<file path="config.mk">
export PLATFORM = sky130hd
export DESIGN_NAME = motoro3_uart_cmd_rx
export DESIGN_NICKNAME = d
export VERILOG_FILES = /design/src/rtl/motoro3_uart_cmd_rx.sv
export SDC_FILE = /design/constraint.sdc
export NUM_CORES = 1
export LEC_CHECK = 0
export BUFFER_PORTS_ARGS = -buffer_cell sky130_fd_sc_hd__buf_2
export CORE_MARGIN = 2
export CORE_UTILIZATION = 60
export CTS_CLUSTER_SIZE = 40
export DETAILED_ROUTE_END_ITERATION = 6
export PLACE_DENSITY = 0.75
export SKIP_LAST_GASP = 1
export SYNTH_ARGS = -nofsm -noshare
export SYNTH_HDL_FRONTEND = slang
export SYNTH_SLANG_ARGS = --single-unit
</file>
<file path="constraint.sdc">
create_clock -name clk -period 6.85 [get_ports clk]
set_input_delay 1.0275 -clock clk [delete_from_list [all_inputs] [get_ports clk]]
set_output_delay 1.0275 -clock clk [all_outputs]
set_load 0.005 [all_outputs]
</file>
<file path="src/rtl/motoro3_uart_cmd_rx.sv">
// 8N1 UART receiver and 4-byte command frame parser for motoro3_top.
// Frame: SYNC, {start, invOrStop, rsvd[3:0], freq[9:8]}, freq[7:0], (byte1+byte2) mod 256.
module motoro3_uart_cmd_rx #(
    parameter int         CLKS_PER_BIT = 2604,
    parameter int         TIMEOUT_CLKS = 130000,
    parameter logic [7:0] SYNC_BYTE    = 8'hA5
) (
    input  logic       clk,
    input  logic       rst,
    input  logic       rs232_rx,
    output logic       m3start,
    output logic       m3invOrStop,
    output logic [9:0] m3freq,
    output logic       cmd_valid,
    output logic       err_frame,
    output logic       err_cksum,
    output logic       rx_busy
);

    localparam int CW = $clog2(CLKS_PER_BIT);
    localparam int TW = $clog2(TIMEOUT_CLKS);
    localparam logic [CW-1:0] BIT_LAST  = CW'(CLKS_PER_BIT - 1);
    localparam logic [CW-1:0] HALF_LAST = CW'(CLKS_PER_BIT / 2 - 1);
    localparam logic [TW-1:0] TO_LAST   = TW'(TIMEOUT_CLKS - 1);

    typedef enum logic [2:0] {RX_IDLE, RX_START, RX_DATA, RX_STOP, RX_BREAK} rx_state_t;
    typedef enum logic [1:0] {P_HUNT, P_B1, P_B2, P_CK} p_state_t;

    logic            rx_meta, rxs, rxs_prev, armed;
    logic [1:0]      fill;
    rx_state_t       rx_state, rx_next;
    logic [CW-1:0]   cnt;
    logic [2:0]      bit_idx;
    logic [7:0]      shreg;
    logic            bit_done, fall, byte_valid, frame_bad;

    p_state_t        p_state, p_next;
    logic [7:0]      b1, b2, ck_sum;
    logic [TW-1:0]   to_cnt;

    // armed only after a genuine high has been seen, so a line held low
    // through reset never looks like a falling edge.
    always_ff @(posedge clk) begin
        if (rst) begin
            rx_meta  <= 1'b1;
            rxs      <= 1'b1;
            rxs_prev <= 1'b1;
            fill     <= 2'd0;
            armed    <= 1'b0;
        end else begin
            rx_meta  <= rs232_rx;
            rxs      <= rx_meta;
            rxs_prev <= rxs;
            if (fill != 2'd2) fill <= fill + 2'd1;
            if (fill == 2'd2 && rxs) armed <= 1'b1;
        end
    end

    assign fall       = armed && rxs_prev && !rxs;
    assign bit_done   = (cnt == BIT_LAST);
    assign byte_valid = (rx_state == RX_STOP) && bit_done && rxs;
    assign frame_bad  = (rx_state == RX_STOP) && bit_done && !rxs;
    assign rx_busy    = (rx_state != RX_IDLE);

    always_comb begin
        rx_next = rx_state;
        case (rx_state)
            RX_IDLE:  if (fall) rx_next = RX_START;
            RX_START: if (cnt == HALF_LAST) rx_next = rxs ? RX_IDLE : RX_DATA;
            RX_DATA:  if (bit_done && bit_idx == 3'd7) rx_next = RX_STOP;
            RX_STOP:  if (bit_done) rx_next = rxs ? RX_IDLE : RX_BREAK;
            RX_BREAK: if (rxs) rx_next = RX_IDLE;
            default:  rx_next = RX_IDLE;
        endcase
    end

    always_ff @(posedge clk) begin
        if (rst) begin
            rx_state  <= RX_IDLE;
            cnt       <= '0;
            bit_idx   <= 3'd0;
            shreg     <= 8'd0;
            err_frame <= 1'b0;
        end else begin
            rx_state  <= rx_next;
            err_frame <= frame_bad;
            if (rx_next != rx_state || bit_done) cnt <= '0;
            else cnt <= cnt + 1'b1;
            if (rx_state == RX_START) bit_idx <= 3'd0;
            if (rx_state == RX_DATA && bit_done) begin
                shreg   <= {rxs, shreg[7:1]};
                bit_idx <= bit_idx + 3'd1;
            end
        end
    end

    assign ck_sum = b1 + b2;

    // A bad stop bit or an inter-byte timeout abandons any partial frame.
    always_comb begin
        p_next = p_state;
        if (p_state != P_HUNT && frame_bad) begin
            p_next = P_HUNT;
        end else if (byte_valid) begin
            case (p_state)
                P_HUNT:  if (shreg == SYNC_BYTE) p_next = P_B1;
                P_B1:    p_next = P_B2;
                P_B2:    p_next = P_CK;
                default: p_next = P_HUNT;
            endcase
        end else if (p_state != P_HUNT && to_cnt == TO_LAST) begin
            p_next = P_HUNT;
        end
    end

    always_ff @(posedge clk) begin
        if (rst) begin
            p_state     <= P_HUNT;
            b1          <= 8'd0;
            b2          <= 8'd0;
            to_cnt      <= '0;
            m3start     <= 1'b0;
            m3invOrStop <= 1'b0;
            m3freq      <= 10'd0;
            cmd_valid   <= 1'b0;
            err_cksum   <= 1'b0;
        end else begin
            p_state   <= p_next;
            cmd_valid <= 1'b0;
            err_cksum <= 1'b0;
            if (p_state == P_HUNT || byte_valid) to_cnt <= '0;
            else to_cnt <= to_cnt + 1'b1;
            if (byte_valid) begin
                case (p_state)
                    P_B1: b1 <= shreg;
                    P_B2: b2 <= shreg;
                    P_CK: begin
                        if (shreg == ck_sum) begin
                            m3start     <= b1[7];
                            m3invOrStop <= b1[6];
                            m3freq      <= {b1[1:0], b2};
                            cmd_valid   <= 1'b1;
                        end else begin
                            err_cksum   <= 1'b1;
                        end
                    end
                    default: ;
                endcase
            end
        end
    end

endmodule

</file>
=== After elaboration in Yosys (flattened, before gate mapping) ===
Cells that the tools add are included.

* Register bits after elaboration: 82
* Bits of input ports: 3

* Add/sub/neg operators: 5
* Equality and inequality tests: 17
* Multiplexer cells: 16
* Bitwise gates (word level): 2
* Reduce and logical (&&, ||, !) cells: 27

{| class="wikitable"
|+ Operators by type and width
! cell !! count
|-
| 3-bit 2-to-1 mux || 8
|-
| 17-bit by 1-bit adder with 17-bit output (second input constant) || 1
|-
| 17-bit equality test (second input constant) || 1
|-
| 3-bit case mux with 5 select lines || 1
|-
| 12-bit by 1-bit adder with 12-bit output (second input constant) || 1
|-
| 12-bit by 11-bit equality test with 1-bit output (second input constant) || 1
|-
| 12-bit equality test (second input constant) || 1
|-
| 1-bit logical AND || 10
|-
| 8-bit adder || 1
|-
| 8-bit equality test || 1
|-
| 8-bit equality test (second input constant) || 1
|-
| 2-bit 2-to-1 mux || 4
|-
| 2-bit equality test (second input constant) || 3
|-
| 3-bit by 2-bit equality test with 1-bit output (second input constant) || 2
|-
| 3-bit equality test (second input constant) || 2
|-
| 2-bit case mux with 3 select lines || 1
|-
| 2-bit AND reduction || 3
|-
| 2-bit nonzero test || 3
|-
| 2-bit OR reduction || 3
|-
| 3-bit by 1-bit adder with 3-bit output (second input constant) || 1
|-
| 3-bit by 1-bit equality test with 1-bit output (second input constant) || 1
|-
| 3-bit logical NOT || 1
|-
| 3-bit != test || 1
|-
| 3-bit != test (second input constant) || 1
|-
| other kinds (11) || 14
|}

=== Depth between registers and ports, before layout ===
* Word-level depth: 7
* Depth in mapped cells: 10
* Mapped depth without buffers: 8

=== Least setup slack after synthesis ===
OpenSTA, ideal clock, no wires.

* Kind: register to register
* Start point: register b1[0]
* End point: register m3freq[2]
* Setup time: 120 ps
* Arrival time: 2,315 ps
* Path slack: 4,416 ps
* Cell stages (with the launch flop): 10
* Path buffers: 1
* Path through: dfxtp_1 -> ha_1 -> fa_1 -> a211oi_1 -> nor3_1 -> nor4b_1 -> and4_1 -> nand4_2 -> buf_6 -> mux2i_1

* Longest elaborated chain between the ends: 3

{| class="wikitable"
|+ Ends and longest elaborated chain
! item !! line !! RTL
|-
| from (decl) || 38 || <nowiki>logic [7:0] b1, b2, ck_sum;</nowiki>
|-
| from (signal assigned) || 135 || <nowiki>P_B1: b1 <= shreg;</nowiki>
|-
| 8-bit adder || 97 || <nowiki>assign ck_sum = b1 + b2;</nowiki>
|-
| 8-bit equality test || 138 || <nowiki>if (shreg == ck_sum) begin</nowiki>
|-
| 3-bit AND reduction (no line) || n/a ||
|-
| to (signal assigned) || 141 || <nowiki>m3freq <= {b1[1:0], b2};</nowiki>
|-
| to (decl) || 13 || <nowiki>output logic [9:0] m3freq,</nowiki>
|}

No other way between the ends.
A chain may end at the register's enable or synchronous reset.

=== Final worst setup path ===
* Start point: register b1[0]
* End point: register m3invOrStop

* Longest elaborated chain between the ends: 3

{| class="wikitable"
|+ Ends and longest elaborated chain
! item !! line !! RTL
|-
| 8-bit adder || 97 ||
|-
| 8-bit equality test || 138 ||
|-
| 3-bit AND reduction (no line) || n/a ||
|-
| to (signal assigned) || 140 || <nowiki>m3invOrStop <= b1[6];</nowiki>
|-
| to (decl) || 12 || <nowiki>output logic m3invOrStop,</nowiki>
|}

No other way between the ends.

==> flow_summary_export.csv <==
group,metric,value,unit
run_status,run_status,"completed",
clocking,root_cell_of_the_clock_tree,"sky130_fd_sc_hd__clkbuf_8",
synthesis,post_synth_mux_area_share,3.33,%
place,final_weighted_congestion_of_routability_driven_global_placement,0.969,
floorplanning,fp.dieArea,7240,sq um
routing,initialDrtViolationCount,204,
floorplanning,floorplan.initialDensity,62.1,%
floorplanning,die_h,85.1,um
final_layout,fillCellCount,531,
worst_setup_path,worst_path_maximum_fanout,12,
routing,remaining_drc_errors,0,
worst_hold_path,hold_class,"reg -> reg",
worst_hold_path,holdPathEnd,"rxs",
routing,vias_per_cell,5.59,
routing,detail_route.wirelength,7250,um
flow_run,drv_cap,0,
synthesis,synth-compound-area-share,8.57,%
floorplanning,design.core.area,6350,sq um
clocking,ctsResizeCount,0,
sta,timing_max_transition_violations_final,0,
grt,grt_pass1_wl,12700,um
synthesis,synth_ff_type,"sky130_fd_sc_hd__dfxtp_1",
sta,clock_skew,0.0147,ns
grt,grt_pass1_vias,2835,
clocking,cts.sink_count,82,
synthesis,synth-edff-count,0,
worst_hold_path,hold_path_depth,1,
floorplanning,design.portCount,19,
worst_setup_path,ff2ff_path_depth,8,
sta,final_min_period_over_clock_period,43.3,%
sta,fin_crit,2.96,ns
floorplanning,die_w,85.1,um
sta,hold_violations,0,
synthesis,syn_inst,444,
routing,detailroute.via_count,2990,
clocking,worst_skew_pair.late_latency,0.36,ns
pwr,power_leakage,0.00161,uW
final_layout,fin_area,4220,sq um
routing,antenna_violating_nets_post_route,0,
synthesis,post_synthesis_adder_cell_area_fraction,5.90,%
clocking,clkTransAtPathRegs,0.08,ns
synthesis,synth_seq_area_share,41.6,%
worst_setup_path,cp.required,7.12,ns
pwr,ir_worst_vdd,0.159,mV
sta,rsz0062_at_grt,"no",
synthesis,syn_area_per_cell,8.88,sq um
pwr,powerDensity,213,nW/um^2
grt,grt_max_degree,67,
clocking,cts_tree,"built",
place,number_of_buffer_cells_added_on_primary_ports,18,
worst_hold_path,timing.hold.worst.start,"rx_meta",
clocking,cts_setup_buffers,0,
worst_setup_path,setup.worst_path.class,"reg -> reg",
worst_setup_path,timing.critical_path.from_type,"register",
floorplanning,floorplan.rows,29,
grt,groute.usage.overall,21.7,%
routing,detail_route.wl_per_cell,13.6,um
worst_setup_path,regToRegStartpoint,"b1[0]",
sta,setup_tns,0,ns
synthesis,synth_warnings,0,
synthesis,synthDistinctLibCells,50,
sta,setup_viol,0,
sta,clock.fmax,0.337,GHz
final_layout,syn2layout_area_growth,7.07,%
synthesis,synthesis.nets,465,
final_layout,antennaDiodeCount,0,
clocking,clock_path_buffers,2,
grt,antenna_found_initial,0,
synthesis,synth_async_sr_flop_share,0,%
synthesis,post_synth_and_or_nand_nor_area_fraction,28.3,%
clocking,ctsHtreeMaxLevel,3,
final_layout,nets,474,
synthesis,post_synth_instance_area,3940,sq um
routing,detail_route.first_pass.iterations,4,
synthesis,synth_top_family_by_area,"simple AND/OR/NAND/NOR gates",
worst_setup_path,critPathCaptureType,"register",
clocking,cts_buffers,9,
sta,timing.slew.headroom,29.7,%
sta,worst_slew_pin_slew,1.05,ns
grt,overflow,0,
final_layout,final_layout_size_suffix_gt1_share,11.1,%
worst_setup_path,crit_reg_reg_endpoint,"m3invOrStop",
worst_setup_path,arrival,3.23,ns
worst_setup_path,setup.reg_to_reg.worst_slack,3.89,ns
synthesis,synthXorXnorAreaFrac,7.99,%
clocking,holdBufCountCts,0,
place,detailed_place_hpwl,5080,um
place,dpl-instance-area,4010,sq um
synthesis,ys_seq_elements,82,
[power by group]
part | total, uW | internal, uW | switching, uW
logic | 41.9 | 18.0 | 23.9
clock network | 365 | 190 | 175
registers | 495 | 487 | 7.55
[routing by layer]
| layer | GRT usage [%] | share of wire [%] |
|---|---|---|
| met1 | 26.7 | 47 |
| met2 | 36.0 | 47 |
| met3 | 5.45 | 3.1 |
| met4 | 9.67 | 2.6 |
| met5 | 0 | 0 |
[layout make-up]
cell class                      instances  area [sq um]  area share [%]
Multi-Input combinational cell        330          2130            50.5
Tap cell                               77          96.3            2.28
Clock inverter                          5          60.1            1.42
Clock buffer                           11           151            3.59
Timing Repair Buffer                   19          97.6            2.31
Inverter                               11          41.3           0.978
Sequential cell                        82          1640            38.9
[kinds of logic (layout without fill, tap and decap cells)]
kind of cell | after synthesis | count (layout)
compound gates | 59 | 59
flops | 82 | 82
xor+xnor | 36 | 36
simple gates | 204 | 204
fa+ha+maj | 18 | 18
buf+inv | 32 | 46
mux | 13 | 13
[cell usage in the layout (no fill, tap or decap), drive strengths merged, types with 4 or more instances in the layout]
cell type   n
o21ai       6
or3         4
nand4       8
nand3      33
xor2       21
and3        6
nand2b     25
buf        19
xnor2      15
nor4b       6
inv        13
nor3        5
nor2       45
dfxtp      82
mux2i      12
clkbuf     11
a21oi      39
nand2      53
ha         17
[worst max-delay path, stage by stage, from the launching register on]
cell	delay [ns]
sky130_fd_sc_hd__dfxtp_1	0.33
sky130_fd_sc_hd__ha_1	0.24
sky130_fd_sc_hd__fa_1	0.41
sky130_fd_sc_hd__a211oi_1	0.37
sky130_fd_sc_hd__nor3_1	0.12
sky130_fd_sc_hd__nor4b_1	0.34
sky130_fd_sc_hd__and4_1	0.29
sky130_fd_sc_hd__nand4_2	0.44
sky130_fd_sc_hd__mux2i_1	0.33
[metrics by stage]
step | hold WS, ns | instances | utilization (%) | power [uW] | worst slack [ns]
final | 0.416 | 535 | 66.5 | 902 | 3.89
after global routing | 0.456 | 535 | 66.5 | 937 | 3.59
after CTS | 0.420 | 535 | 66.5 | 914 | 3.89
after detailed placement | 0.400 | 519 | 63.2 | 548 | 3.92
after global placement | 0.397 | 519 | 63.2 | 545 | 4.10
after floorplan | 0.389 | 444 | - | 538 | 4.42
[Yosys cell counts, types with 3 or more instances]
master | instances | area, sq um
sky130_fd_sc_hd__nand3_1 | 33 | 165
sky130_fd_sc_hd__mux2i_1 | 12 | 120
sky130_fd_sc_hd__xor2_1 | 21 | 184
sky130_fd_sc_hd__dfxtp_1 | 82 | 1640
sky130_fd_sc_hd__nand4_1 | 7 | 43.8
sky130_fd_sc_hd__nor2_1 | 35 | 131
sky130_fd_sc_hd__buf_6 | 4 | 45.0
sky130_fd_sc_hd__nand2_1 | 53 | 199
sky130_fd_sc_hd__nor2_4 | 8 | 90.1
sky130_fd_sc_hd__nor3_1 | 5 | 25.0
sky130_fd_sc_hd__or3_1 | 4 | 25.0
sky130_fd_sc_hd__a21oi_1 | 39 | 195
sky130_fd_sc_hd__nor4b_1 | 6 | 52.6
sky130_fd_sc_hd__or2_2 | 3 | 18.8
sky130_fd_sc_hd__ha_1 | 17 | 213
sky130_fd_sc_hd__xnor2_1 | 15 | 131
sky130_fd_sc_hd__and3_1 | 6 | 37.5
sky130_fd_sc_hd__inv_1 | 11 | 41.3
sky130_fd_sc_hd__o21ai_0 | 6 | 30.0
sky130_fd_sc_hd__nand2b_1 | 25 | 156
sky130_fd_sc_hd__clkbuf_1 | 14 | 52.6
[how the worst max path moves through the flow]
stage / cells after the start / end / slack [ns] / start
6_report: 8 / m3invOrStop / 3.89 / b1[0]
5_1_grt: 8 / m3invOrStop / 3.59 / b1[0]
4_1_cts: 8 / m3invOrStop / 3.89 / b1[0]
3_5_place_dp: 8 / m3invOrStop / 3.92 / b1[0]
3_3_place_gp: 8 / m3start / 4.10 / b1[0]
2_1_floorplan: 9 / m3freq[2] / 4.42 / b1[0]
[state kept, by name (all words and copies together) (netlist names), 2 cells and up]
name,count
b1,8
b2,8
bit_idx,3
cnt,12
fill,2
m3freq,10
p_state,2
rx_state,3
shreg,8
to_cnt,17
No activity file was read; power rests on OpenSTA's default activity.
